$ cat src/rtl/sdrc_bs_pkg.sv
// sdrc_bs_pkg: width codes and lane/ratio helpers
// shared by the SDRAM bus-width converter.
package sdrc_bs_pkg;

    localparam logic [1:0] SDR_W_FULL = 2'b00;
    localparam logic [1:0] SDR_W_HALF = 2'b01;
    localparam logic [1:0] SDR_W_QTR  = 2'b10;

    // Upper bound of lanes per application word
    localparam int MAX_R = 8;

    // Reserved code 11 behaves as quarter width
    function automatic logic [1:0] bs_norm(
        input logic [1:0] w
    );
        return (w == 2'b11) ? SDR_W_QTR : w;
    endfunction

    // Active lane width in bits
    function automatic int bs_lw(
        input logic [1:0] w,
        input int         sdr_dw
    );
        int lw;
        unique case (bs_norm(w))
            SDR_W_FULL: lw = sdr_dw;
            SDR_W_HALF: lw = sdr_dw / 2;
            default:    lw = sdr_dw / 4;
        endcase
        return lw;
    endfunction

    // Lanes per application word; each branch folds to a constant
    function automatic logic [3:0] bs_ratio(
        input logic [1:0] sdr_width,
        input int         app_dw,
        input int         sdr_dw
    );
        logic [3:0] r;
        unique case (bs_norm(sdr_width))
            SDR_W_FULL: r = 4'(app_dw / sdr_dw);
            SDR_W_HALF: r = 4'((app_dw * 2) / sdr_dw);
            default:    r = 4'((app_dw * 4) / sdr_dw);
        endcase
        return r;
    endfunction

endpackage

$ cat src/rtl/sdrc_bs_rd_pack.sv
// sdrc_bs_rd_pack: packs SDRAM read beats into application
// words, with partial-word flush and a lane-valid mask.
module sdrc_bs_rd_pack
    import sdrc_bs_pkg::*;
#(
    parameter int APP_DW = 64,
    parameter int SDR_DW = 32
) (
    input  logic              clk,
    input  logic              reset_n,
    input  logic [1:0]        width_i,
    input  logic [3:0]        ratio_i,
    input  logic              rdstart_i,
    input  logic [SDR_DW-1:0] rddt_i,
    input  logic              rdok_i,
    input  logic              rdlast_i,
    output logic [APP_DW-1:0] data_o,
    output logic              valid_o,
    output logic [MAX_R-1:0]  lmask_o,
    output logic              last_o,
    output logic [2:0]        cnt_o
);

    localparam int SHW = $clog2(APP_DW) + 1;

    localparam logic [SDR_DW-1:0] DM_F = '1;
    localparam logic [SDR_DW-1:0] DM_H =
        SDR_DW'({(SDR_DW/2){1'b1}});
    localparam logic [SDR_DW-1:0] DM_Q =
        SDR_DW'({(SDR_DW/4){1'b1}});

    logic [APP_DW-1:0] hold_q, hold_d;
    logic [MAX_R-1:0]  mask_q, mask_d;
    logic [2:0]        cnt_q, cnt_d;
    logic [APP_DW-1:0] data_q, data_d;
    logic              valid_q, valid_d;
    logic [MAX_R-1:0]  lmask_q, lmask_d;
    logic              last_q, last_d;

    logic [SHW-1:0]    lw;
    logic [SHW-1:0]    sh;
    logic [SDR_DW-1:0] dmask;
    logic [APP_DW-1:0] beat;
    logic [APP_DW-1:0] base_hold;
    logic [MAX_R-1:0]  base_mask;
    logic [2:0]        base_cnt;
    logic [APP_DW-1:0] merged;
    logic [MAX_R-1:0]  merged_mask;
    logic              lane_end;

    // Lane width and beat data mask for the active width
    always_comb begin
        lw    = SHW'(bs_lw(width_i, SDR_DW));
        dmask = DM_F;
        unique case (width_i)
            SDR_W_FULL: dmask = DM_F;
            SDR_W_HALF: dmask = DM_H;
            default:    dmask = DM_Q;
        endcase
    end

    // Burst start wipes partial state before this cycle's beat lands
    always_comb begin
        base_hold = rdstart_i ? '0   : hold_q;
        base_mask = rdstart_i ? '0   : mask_q;
        base_cnt  = rdstart_i ? 3'd0 : cnt_q;
    end

    // Merge the incoming beat into its lane of the holding word
    always_comb begin
        sh          = SHW'(base_cnt) * lw;
        beat        = APP_DW'(rddt_i & dmask);
        merged      = base_hold | (beat << sh);
        merged_mask = base_mask | (MAX_R'(1) << base_cnt);
        lane_end    = ({1'b0, base_cnt} == ratio_i - 4'd1);
    end

    // Next state: accumulate, emit a full word, or flush a partial one
    always_comb begin
        hold_d  = base_hold;
        mask_d  = base_mask;
        cnt_d   = base_cnt;
        data_d  = data_q;
        valid_d = 1'b0;
        lmask_d = lmask_q;
        last_d  = 1'b0;
        if (rdok_i) begin
            if (lane_end | rdlast_i) begin
                data_d  = merged;
                valid_d = 1'b1;
                lmask_d = merged_mask;
                last_d  = rdlast_i;
                hold_d  = '0;
                mask_d  = '0;
                cnt_d   = 3'd0;
            end else begin
                hold_d = merged;
                mask_d = merged_mask;
                cnt_d  = base_cnt + 3'd1;
            end
        end else if (rdlast_i) begin
            if (base_cnt != 3'd0) begin
                data_d  = base_hold;
                valid_d = 1'b1;
                lmask_d = base_mask;
                last_d  = 1'b1;
            end
            hold_d = '0;
            mask_d = '0;
            cnt_d  = 3'd0;
        end
    end

    // Holding and output registers
    always_ff @(posedge clk or negedge reset_n) begin
        if (!reset_n) begin
            hold_q  <= '0;
            mask_q  <= '0;
            cnt_q   <= 3'd0;
            data_q  <= '0;
            valid_q <= 1'b0;
            lmask_q <= '0;
            last_q  <= 1'b0;
        end else begin
            hold_q  <= hold_d;
            mask_q  <= mask_d;
            cnt_q   <= cnt_d;
            data_q  <= data_d;
            valid_q <= valid_d;
            lmask_q <= lmask_d;
            last_q  <= last_d;
        end
    end

    assign data_o  = data_q;
    assign valid_o = valid_q;
    assign lmask_o = lmask_q;
    assign last_o  = last_q;
    assign cnt_o   = cnt_q;

endmodule

$ cat src/rtl/sdrc_bs_convert_p.sv
// sdrc_bs_convert_p: application <-> SDRAM bus-width converter.
// Write words are split into beats; read beats are packed.
module sdrc_bs_convert_p
    import sdrc_bs_pkg::*;
#(
    parameter int APP_DW = 64,
    parameter int SDR_DW = 32,
    parameter int APP_BW = APP_DW / 8,
    parameter int SDR_BW = SDR_DW / 8
) (
    input  logic              clk,
    input  logic              reset_n,
    input  logic [1:0]        sdr_width,
    input  logic              x2a_wrstart,
    input  logic              x2a_wrnext,
    input  logic              x2a_wrlast,
    output logic [SDR_DW-1:0] a2x_wrdt,
    output logic [SDR_BW-1:0] a2x_wren_n,
    input  logic [APP_DW-1:0] app_wr_data,
    input  logic [APP_BW-1:0] app_wr_en_n,
    output logic              app_wr_next,
    output logic              app_last_wr,
    input  logic              x2a_rdstart,
    input  logic [SDR_DW-1:0] x2a_rddt,
    input  logic              x2a_rdok,
    input  logic              x2a_rdlast,
    output logic [APP_DW-1:0] app_rd_data,
    output logic              app_rd_valid,
    output logic [7:0]        app_rd_lmask,
    output logic              app_last_rd,
    output logic              cfg_err
);

    localparam int SHW = $clog2(APP_DW) + 1;

    localparam logic [SDR_DW-1:0] DM_F = '1;
    localparam logic [SDR_DW-1:0] DM_H =
        SDR_DW'({(SDR_DW/2){1'b1}});
    localparam logic [SDR_DW-1:0] DM_Q =
        SDR_DW'({(SDR_DW/4){1'b1}});
    localparam logic [SDR_BW-1:0] BM_F = '1;
    localparam logic [SDR_BW-1:0] BM_H =
        SDR_BW'({(SDR_BW/2){1'b1}});
    localparam logic [SDR_BW-1:0] BM_Q =
        SDR_BW'({(SDR_BW/4){1'b1}});

    logic [1:0]        w;
    logic [3:0]        ratio;
    logic [SHW-1:0]    lw;
    logic [SHW-1:0]    wsh;
    logic [SHW-1:0]    bsh;
    logic [SDR_DW-1:0] dmask;
    logic [SDR_BW-1:0] bmask;
    logic [2:0]        wr_cnt_q, wr_cnt_d;
    logic              wr_lane_end;
    logic [2:0]        rd_cnt;
    logic [1:0]        w_q;
    logic              err_q, err_d;

    assign w     = bs_norm(sdr_width);
    assign ratio = bs_ratio(sdr_width, APP_DW, SDR_DW);
    assign lw    = SHW'(bs_lw(sdr_width, SDR_DW));

    // Data and byte-enable masks of the active lane width
    always_comb begin
        dmask = DM_F;
        bmask = BM_F;
        unique case (w)
            SDR_W_FULL: begin
                dmask = DM_F;
                bmask = BM_F;
            end
            SDR_W_HALF: begin
                dmask = DM_H;
                bmask = BM_H;
            end
            default: begin
                dmask = DM_Q;
                bmask = BM_Q;
            end
        endcase
    end

    // Select the current write lane; unused enables stay inactive
    always_comb begin
        wsh        = SHW'(wr_cnt_q) * lw;
        bsh        = wsh >> 3;
        a2x_wrdt   = SDR_DW'(app_wr_data >> wsh) & dmask;
        a2x_wren_n = SDR_BW'(app_wr_en_n >> bsh) | ~bmask;
    end

    assign wr_lane_end = ({1'b0, wr_cnt_q} == ratio - 4'd1);
    assign app_wr_next = x2a_wrnext & (wr_lane_end | x2a_wrlast);
    assign app_last_wr = x2a_wrlast;

    // Write lane counter: burst edges restart, consumed beats advance
    always_comb begin
        wr_cnt_d = wr_cnt_q;
        if (x2a_wrstart | x2a_wrlast) begin
            wr_cnt_d = 3'd0;
        end else if (x2a_wrnext) begin
            wr_cnt_d = wr_lane_end ? 3'd0 : wr_cnt_q + 3'd1;
        end
    end

    // Width change with a word half-assembled corrupts that word
    always_comb begin
        err_d = err_q |
            ((w != w_q) & ((wr_cnt_q != 3'd0) | (rd_cnt != 3'd0)));
    end

    // Write counter, sampled width and sticky error flag
    always_ff @(posedge clk or negedge reset_n) begin
        if (!reset_n) begin
            wr_cnt_q <= 3'd0;
            w_q      <= SDR_W_FULL;
            err_q    <= 1'b0;
        end else begin
            wr_cnt_q <= wr_cnt_d;
            w_q      <= w;
            err_q    <= err_d;
        end
    end

    assign cfg_err = err_q;

    sdrc_bs_rd_pack #(
        .APP_DW (APP_DW),
        .SDR_DW (SDR_DW)
    ) u_rd_pack (
        .clk       (clk),
        .reset_n   (reset_n),
        .width_i   (w),
        .ratio_i   (ratio),
        .rdstart_i (x2a_rdstart),
        .rddt_i    (x2a_rddt),
        .rdok_i    (x2a_rdok),
        .rdlast_i  (x2a_rdlast),
        .data_o    (app_rd_data),
        .valid_o   (app_rd_valid),
        .lmask_o   (app_rd_lmask),
        .last_o    (app_last_rd),
        .cnt_o     (rd_cnt)
    );

endmodule

$ cat config.mk
export PLATFORM = sky130hd
export DESIGN_NAME = sdrc_bs_convert_p
export DESIGN_NICKNAME = d
export VERILOG_FILES = /design/src/rtl/sdrc_bs_pkg.sv /design/src/rtl/sdrc_bs_rd_pack.sv /design/src/rtl/sdrc_bs_convert_p.sv
export SDC_FILE = /design/constraint.sdc
export NUM_CORES = 1
export LEC_CHECK = 0
export ABC_AREA = 1
export BUFFER_PORTS_ARGS = -buffer_cell sky130_fd_sc_hd__buf_2
export CAP_MARGIN = 40
export CORE_MARGIN = 1.5
export CORE_UTILIZATION = 50
export DETAILED_ROUTE_END_ITERATION = 10
export PLACE_DENSITY = 0.8
export SLEW_MARGIN = 0
export SYNTH_ARGS = -nofsm -noshare
export SYNTH_HDL_FRONTEND = slang
export SYNTH_HIERARCHICAL = 1
export SYNTH_SLANG_ARGS = --single-unit
$ cat constraint.sdc
create_clock -name clk -period 4.65 [get_ports clk]
set_input_delay 0.2325 -clock clk [delete_from_list [all_inputs] [get_ports clk]]
set_output_delay 0.2325 -clock clk [all_outputs]
set_load 0.02 [all_outputs]
==> flow_results.org, run 1 <==
** Clock tree
- Total clock sinks :: roughly 160
- At the later pin of the worst-skew pair, clock insertion delay measures 0.43 ns.
- CTS built an H-tree with a depth of 4.
- After clock tree synthesis, the setup repair step added 0 buffers.
- Clock tree synthesis inserted a total of 17 buffers.
- Clock-pin slew was measured on the worst setup and hold paths at roughly 0.07 ns.
- TritonCTS built the clock tree.
- Clk buf depth :: 2
- CTS placed an instance of clkbuf_16 at the clock tree root.

** Timing
- For the pin with the worst max-slew slack, the measured transition is 0.867 ns.
- The final number of hold-violating endpoints was 0.
- Final setup TNS :: 0 ns
- Final clock skew :: about 0.013 ns
- Final setup fails :: 0
- Timing would allow up to 265 MHz.
- Final Max Slew Viols :: 0
- Final period utilization :: between 80% and 90%
- Hold timing on the final database bottoms out at a slack of 0.0740 ns.
- After layout, the minimum clock period comes to 3.77 ns.
- Tightest slew margin relative to the limit :: 42.1%
- Unrepaired setup endpoints after global routing :: false

** Drt
- The final layout contains routed wiring with a total length of 33.0 mm.
- DRC violation total after the first TritonRoute iteration :: about 1.2k
- After detailed routing, the number of remaining DRC violations is 0.
- Summing over every cut layer, the via total after detailed routing is 11.4k.
- In the final routed layout, each cell accounts on average for 16.2 um.
- Mean number of vias per cell :: 5.57
- Once detail routing completed, the nets flagged for antenna violations numbered 0.
- Length of the first detailed-routing pass in iterations :: 5

** Layout
- The final layout contains 1,881 nets.
- Registers take 3880 um^2.
- Summing all multi-input logic gate instances after layout gives around 5600 um^2.
- Area growth, synth to finish :: 16.2%
- For this run, the share of the core covered by cells in the final layout is 59.6%.
- Number of fill cells :: 1,886
- After routing the design area is around 12,000 um^2.
- Share of layout cells above drive strength 1 :: 17.9%

** Run
- Across the run, the number of max-cap violations was 0.

** Die
- Site row count :: 52
- Die width :: 148 um
- Core Area :: between 20,000 and 25,000 um^2
- DIE HEIGHT :: between 100 and 150 um
- The floorplan step defined a die boundary enclosing 21,800 um^2.
- Starting Density :: approximately half
- I/O pin cnt :: 227

** Yosys
- Number of enable-type register cells in the synthesized netlist :: 0
- Simple-gate share of the synthesized area :: 41.7%
- Summing the areas of all compound-gate instances in the mapped netlist gives 8.99% of the synthesized area.
- YS warnings :: 6
- Post-synthesis instance area :: 10,500 um^2
- After synthesis, the largest family of logic cells by area is simple AND/OR/NAND/NOR gates.
- A synthesized cell averages between 6 and 7 um^2.
- Top cell type by total area after synthesis :: dfrtp_1
- In the synthesized netlist the async set-or-reset flop fraction comes to 100%.
- Share of synthesized area spent on multiplexers :: 0%
- The synthesized netlist devotes 2.17% of its cell area to adder and majority cells.
- Most instantiated flip-flop cell in the synthesis netlist :: dfrtp_1
- Synth Instances :: 1,592
- In this run, synthesis produced a sequential element count of 155.
- Distinct cells, synth :: 35
- Proportion of synthesized chip area in sequential cells :: 37.0%
- By area the synthesized netlist is led by dfrtp_1 37%, nand2_1 23%, nand3_1 12%.
- Xor/xnor cell area share of the yosys netlist :: less than 1%
- Of the post-synthesis cell area, the dominant cell type holds 37.0%.

** Setup path
- The slowest stage of the critical path belongs to the cell fa_1.
- Of all nets on the critical path, the largest fanout is 23.
- Walking the worst path, the cells encountered are ha_1, inv_1, fa_1, inv_1, ha_1, buf_4, nand2_1, nand2_1, inv_1, nand2_1, a21oi_1, buf_2.
- STA classifies the critical path startpoint as a flip-flop.
- STA puts the critical path data required time at 4.42 ns.
- STA classifies the critical path endpoint as an output pin.
- By startpoint and endpoint, the worst setup path is classified as flip-flop to output pin.
- At the worst endpoint, the arrival time is around 3.5 ns.
- For this run, the slowest stage of the critical path takes around 0.53 ns.

** Hold path
- The path class of the tightest hold or removal check is input pin to flip-flop.

** GRT
- First-pass GRT wire length :: 52.2 mm
- In the global route stage, overall resource usage came out at 29.9%.
- Largest net degree at the start of global routing :: 87
- The initial antenna violation count came to 3.
- The number of global-route vias before repair was 10.2k.
- Total overflow reported by the global router :: 0

** Run status
- Run status :: completed

** Placed design
- Once placement finished, the instance area stood at 11,600 um^2.
- Port Buffer Count :: 226
- Post-DP HPWL :: approximately 23 mm
- At the end of routability-driven placement, the weighted congestion stood at 0.997.

** Power
- In this run the power density over the cells is between 200 and 300 nW/um^2.
- P_leak :: 7.06 nW
- Maximum vdd drop :: 0.000269 V
-- state kept, by name, indices dropped and copies added, names as in the netlist --
| name | flops |
|---|---|
| u_rd_pack/data_o | 64 |
| u_rd_pack/hold_q | 64 |
| u_rd_pack/lmask_o | 8 |
| u_rd_pack/mask_q | 8 |
| u_rd_pack/cnt_o | 3 |
| wr_cnt_q | 3 |
| w_q | 2 |
| cfg_err | 1 |
| u_rd_pack/last_o | 1 |
| u_rd_pack/valid_o | 1 |
-- stage by stage --
step                setup WS (ns)  total power, W  cells
floorplan                    1.76         0.00193   1593
finish                      0.882         0.00360   2036
global route                0.762         0.00375   2036
CTS                         0.940         0.00361   2033
global placement            0.947         0.00218   1999
detailed placement          0.840         0.00219   2000
-- critical path: cells and delay by family (launching register included) --
family,cells,cell delay (ns)
flops,1,0.39
fa+ha+maj,3,0.98
simple gates,3,0.68
buf+inv,5,0.65
compound gates,1,0.37
-- synth_stat cells (3+ instances only) --
| library cell | instances |
|---|---|
| nand2_1 | 641 |
| nand3_1 | 253 |
| dfrtp_1 | 155 |
| inv_1 | 109 |
| o21ai_0 | 66 |
| nor2_1 | 60 |
| buf_2 | 45 |
| o21ai_1 | 37 |
| a21oi_1 | 33 |
| clkbuf_1 | 32 |
| nand4_1 | 29 |
| buf_4 | 22 |
| o211ai_1 | 22 |
| ha_1 | 15 |
| o22ai_1 | 9 |
| or2_2 | 7 |
| inv_2 | 6 |
| nand2_2 | 6 |
| nor2_2 | 6 |
| buf_6 | 5 |
| buf_1 | 4 |
| nand2_4 | 4 |
| nand3_4 | 4 |
| clkinv_1 | 3 |
| or2_1 | 3 |
| xor2_1 | 3 |
-- metal layers --
layer	up-vias	GRT usage (%)	share of wire [%]
met3	83	5.03	9.4
met5	-	0	0
li1	5452	-	-
met2	621	46.8	46
met1	5194	41.2	42
met4	0	12.0	3.1
-- where the power goes --
part           total, W  internal (W)  switching, W  leakage (nW)
logic          0.000723      0.000215      0.000509          4.66
registers       0.00146       0.00142     0.0000415          2.12
clock network   0.00142      0.000820      0.000595         0.286
total           0.00360       0.00245       0.00115          7.06
-- kinds of logic (layout without fill, tap and decap cells) --
logic type                 count (synthesis)  in the layout
DFF                                      155            155
other                                      1              5
buffers and inverters                    227            397
AOI/OAI and AO/OA                        171            171
and+or+nand+nor                         1018           1018
adders and majority gates                 17             17
xor gates and xnor gates                   3              3
-- path summary, 6_finish.rpt --
check	cells past startpoint	start	slack, ns	end
min in group asynchronous	2	reset_n	0.37	u_rd_pack/data_o[3]
max	12	wr_cnt_q[2]	0.88	a2x_wrdt[29]
min	3	x2a_wrnext	0.07	wr_cnt_q[1]
max in group asynchronous	3	reset_n	3.15	u_rd_pack/hold_q[8]
max reg2reg	12	u_rd_pack/cnt_o[0]	1.03	u_rd_pack/hold_q[41]
min reg2reg	2	u_rd_pack/lmask_o[5]	0.50	u_rd_pack/lmask_o[5]
-- cell type report --
| cell class | instances | area share, % |
|---|---|---|
| diodes | 3 | 0.0616 |
| repair buffers | 246 | 10.9 |
| multi-input cells | 1211 | 45.9 |
| well taps | 270 | 2.77 |
| flip-flops and latches | 155 | 31.8 |
| clock inverters | 12 | 1.23 |
| inverters | 119 | 3.70 |
| clock buffers | 20 | 3.67 |
-- cells in the final DEF, fill, tap and decap left out, drive strengths merged --
master	n
conb	2
nor2	67
inv	121
o21ai	103
nand4	29
a21o	1
xor2	3
fa	2
bufinv	2
nand3	259
clkinv	6
o211ai	24
nand2	651
clkbuf	20
a21oi	33
o22ai	9
or2	10
ha	15
a211oi	1
nor3	2
diode	3
dlygate4sd3	1
buf	245
dfrtp	155
clkinvlp	2
-- what timing repair did --
| action | 4_1_cts | 5_1_grt |
|---|---|---|
| setup endpoints to repair | 0 | 0 |
| gates resized for setup | 0 | 0 |
| hold endpoints to repair | 68 | 0 |
| hold buffers | 1 | 0 |
Note: power is estimated with default switching activity, not from simulation.
==> run 2, diff against run 1 <==
==> constraint.sdc (replaced) <==
create_clock -name clk -period 3.5 [get_ports clk]
set_input_delay 0.175 -clock clk [delete_from_list [all_inputs] [get_ports clk]]
set_output_delay 0.175 -clock clk [all_outputs]
set_load 0.02 [all_outputs]
==> run 2 against run 1 <==
Compared with the run above: worst hold slack worse by 0.034 ns; via count down 0.57%; die area unchanged; count of clock-buffer cells in the layout up 1; utilization up 0.13 points; non-clock buffer count up 9; clock skew down 0.0026 ns; first-iteration DRC count down 3.6%; critical endpoint is now a2x_wrdt[21].
==> flow_results.org, run 2 (same netlist as run 1, synthesis figures left out) <==
** Timing
- The post-route clock skew is 0.0101 ns (was 0.0127 ns).
- Final Max Slew Viols :: 0 (unchanged)
- Final setup TNS :: 0 ns (unchanged)
- The worst path needs ~3.3 ns of the cycle, external delays included.
- The final setup violation count came to 0 (unchanged).
- The worst path uses 95.0% of the clock period.
- The slew at the pin closest to its max-slew limit was 0.750 ns (was 0.867 ns).
- The final number of hold-violating endpoints is 0 (unchanged).
- Derived from the worst setup path, the maximum achievable clock frequency is roughly 300 MHz.
- Tightest slew margin relative to the limit :: 49.4% (was 42.1%)
- Unrepaired setup endpoints after global routing: false (unchanged).
- The final worst hold slack was 0.0398 ns (was 0.0740 ns).

** Setup path
- Data arrival time at the worst-slack endpoint :: 3.15 ns (was 3.54 ns)
- The end of the worst register-to-register path is u_rd_pack/hold_q[0] (was u_rd_pack/hold_q[41]).
- R2R Path Start :: u_rd_pack/cnt_o[0] (unchanged)
- The critical path endpoint category is an output pin (unchanged).
- Crit start category :: flip-flop (unchanged)
- Maximum fanout along the worst path :: 34 (was 23)
- Kind of critical path :: flip-flop to output pin (unchanged)
- Data required time of the worst path :: 3.32 ns (was 4.42 ns)
- Slack of the worst reg-to-reg path :: 0.24 ns (was 1.03 ns)
- The depth of the most critical reg-to-reg path is 15 (was 12).

** Layout
- The utilization of the core after routing is 59.8% (was 59.6%).
- Top library cells by usage in the layout, fill and taps aside :: 638 x nand2_1, 253 x nand3_1, 225 x buf_2 (was 640 x nand2_1, 253 x nand3_1, 225 x buf_2)
- Most common cell after layout, fill and taps aside :: nand2_1 (unchanged)
- Share of layout cells above drive strength 1 :: 18.5% (was 17.9%)
- The non-filler instance count after layout was 2,045 (was 2,036).
- Area growth, synth to finish :: 16.4% (was 16.2%)
- Final design instance area without fill :: 12,200 um^2 (about the same)
- Number of fill cells :: 1,988 (was 1,886)
- Final #Nets :: 1,890 (was 1,881)

** Power
- Maximum vdd drop :: 0.000352 V (was 0.000269 V)
- The power density over cell area is 380 nW/um^2 (was 295 nW/um^2).
- P_leak :: 7.08 nW (was 7.06 nW)

** Hold path
- The worst min-delay path category is input pin to flip-flop (unchanged).
- The source of the worst hold timing path was x2a_wrnext (unchanged).
- Min-Delay Path Depth :: 3 (unchanged)
- Endpoint of the worst hold-timing path :: wr_cnt_q[1] (unchanged)

** GRT
- The aggregate global routing overflow is 0 (unchanged).
- Largest net degree at the start of global routing :: 79 (was 87)
- The first-pass GRT wire length is 53.8 mm (was 52.2 mm).
- The number of global-route vias before repair came to 10.5k (was 10.2k).
- The overall routing resource usage came to 30.9% (was 29.9%).
- The initial antenna violation count is 3 (unchanged).

** Placed design
- The number of I/O port buffers came to 226 (unchanged).
- The total half-perimeter wirelength after legalization and detailed placement is 23.6 mm (was 22.8 mm).
- The number of placed cells counting well taps came to 2,009 (was 2,000).
- The global placer's final weighted congestion came to 0.984 (was 0.997).
- The cell area after placement came to 11,600 um^2 (about the same).

** Drt
- DRC violations left :: 0 (unchanged)
- Length of the first detailed-routing pass in iterations :: 5 (unchanged)
- The count of vias placed by the detailed router is 11.3k (was 11.4k).
- The post-route antenna net violation count was 0 (unchanged).
- The total wire length was 33.4 mm (was 33.0 mm).
- Mean number of vias per cell :: 5.52 (was 5.57)
- The first-iteration detailed-routing DRC count was 1,149 (was 1,192).
- The routed wire length per instance was 16.3 um (was 16.2 um).

** Die
- The number of top-level pins is 227 (unchanged).
- Core Area :: 20,400 um^2 (unchanged)
- Die Outline Area :: 21,800 um^2 (unchanged)
- Die width :: 148 um (unchanged)
- Starting Density :: 51.3% (unchanged)
- The floorplan row count came to 52 (unchanged).
- DIE HEIGHT :: 148 um (unchanged)

** Run
- Number of violations of the max-capacitance limit :: 0 (unchanged)

** Clock tree
- Clock tree root driver cell :: clkbuf_16 (unchanged)
- TritonCTS Buffers :: 17 (unchanged)
- The clock tree from TritonCTS was yes (unchanged).
- Post CTS Setup Buffer Count :: 0 (unchanged)
- Total clock sinks :: 155 (unchanged)
- Clock latency of the later-clocked register in the worst-skew pair :: 0.43 ns (about the same)
- H-Tree Depth :: 4 (unchanged)
- Clk buf depth :: 2 (unchanged)
- Clock-pin slew of the registers on the worst-case setup and hold paths :: 0.06 ns (was 0.07 ns)

** Run status
- Run status :: completed (unchanged)
[run 2: cell count changes in the layout (fill, tap and decap cells not counted), moves of 2 or more]
| cell | previous run | this run |
|---|---|---|
| buf_4 | 17 | 24 |
| nand2_2 | 7 | 9 |
| inv_8 | 2 | 0 |
| nand2_1 | 640 | 638 |
| inv_6 | 4 | 2 |
| buf_6 | 1 | 3 |
| bufinv_16 | 2 | 0 |
| clkinv_4 | 2 | 5 |
[run 2: worst max-delay path: stages (launching register included)]
cell     delay, ns
dfrtp_1       0.39
ha_1          0.17
inv_1         0.06
fa_1          0.52
inv_1         0.05
ha_1          0.31
buf_6         0.22
inv_2         0.05
buf_4         0.25
or2_1         0.26
a21oi_1       0.23
buf_2         0.21
[run 2: worst max path at each step]
stage | start | endpoint | slack (ns) | cells past startpoint
3_5_place_dp | sdr_width[1] | u_rd_pack/hold_q[41] | 0.37 | 16
2_1_floorplan | sdr_width[1] | u_rd_pack/hold_q[25] | 0.70 | 15
6_report | wr_cnt_q[2] | a2x_wrdt[21] | 0.17 | 11
5_1_grt | wr_cnt_q[2] | a2x_wrdt[9] | 0.003 | 13
3_3_place_gp | sdr_width[1] | u_rd_pack/data_o[26] | 0.44 | 19
4_1_cts | wr_cnt_q[0] | a2x_wrdt[5] | 0.05 | 12
[run 2: power breakdown]
part / internal [W] / total [W] / switching, W
registers: 0.00188 / 0.00194 / 0.0000576
logic: 0.000291 / 0.000969 / 0.000678
clock network: 0.000952 / 0.00172 / 0.000772
[run 2: metrics by stage]
step	setup slack (ns)	total power [W]
final	0.175	0.00463
after global routing	0.00301	0.00483
after CTS	0.0537	0.00465
after detailed placement	0.367	0.00293
after global placement	0.442	0.00291
after floorplan	0.700	0.00257
[run 2: per-layer routing]
metal	vias to the layer above	track usage, %	wire, um
met5	-	0	0
met1	5130	41.6	13700
li1	5479	-	-
met3	82	7.10	3240
met2	594	48.2	15400
met4	0	12.2	1070
[run 2: layout make-up]
class,count,area [um^2],share of cell area [%]
clock buffers,21,460,3.77
well taps,270,338,2.77
multi-input cells,1211,5590,45.8
diodes,3,7.51,0.0615
repair buffers,255,1390,11.4
flip-flops and latches,155,3880,31.8
inverters,119,450,3.69
clock inverters,11,88.8,0.728
[run 2: repair_timing]
item | in CTS | in global routing
hold buffers | 1 | 0
endpoints found under the setup margin | 0 | 20
resized for setup | 0 | 5
hold endpoints to repair | 77 | 0
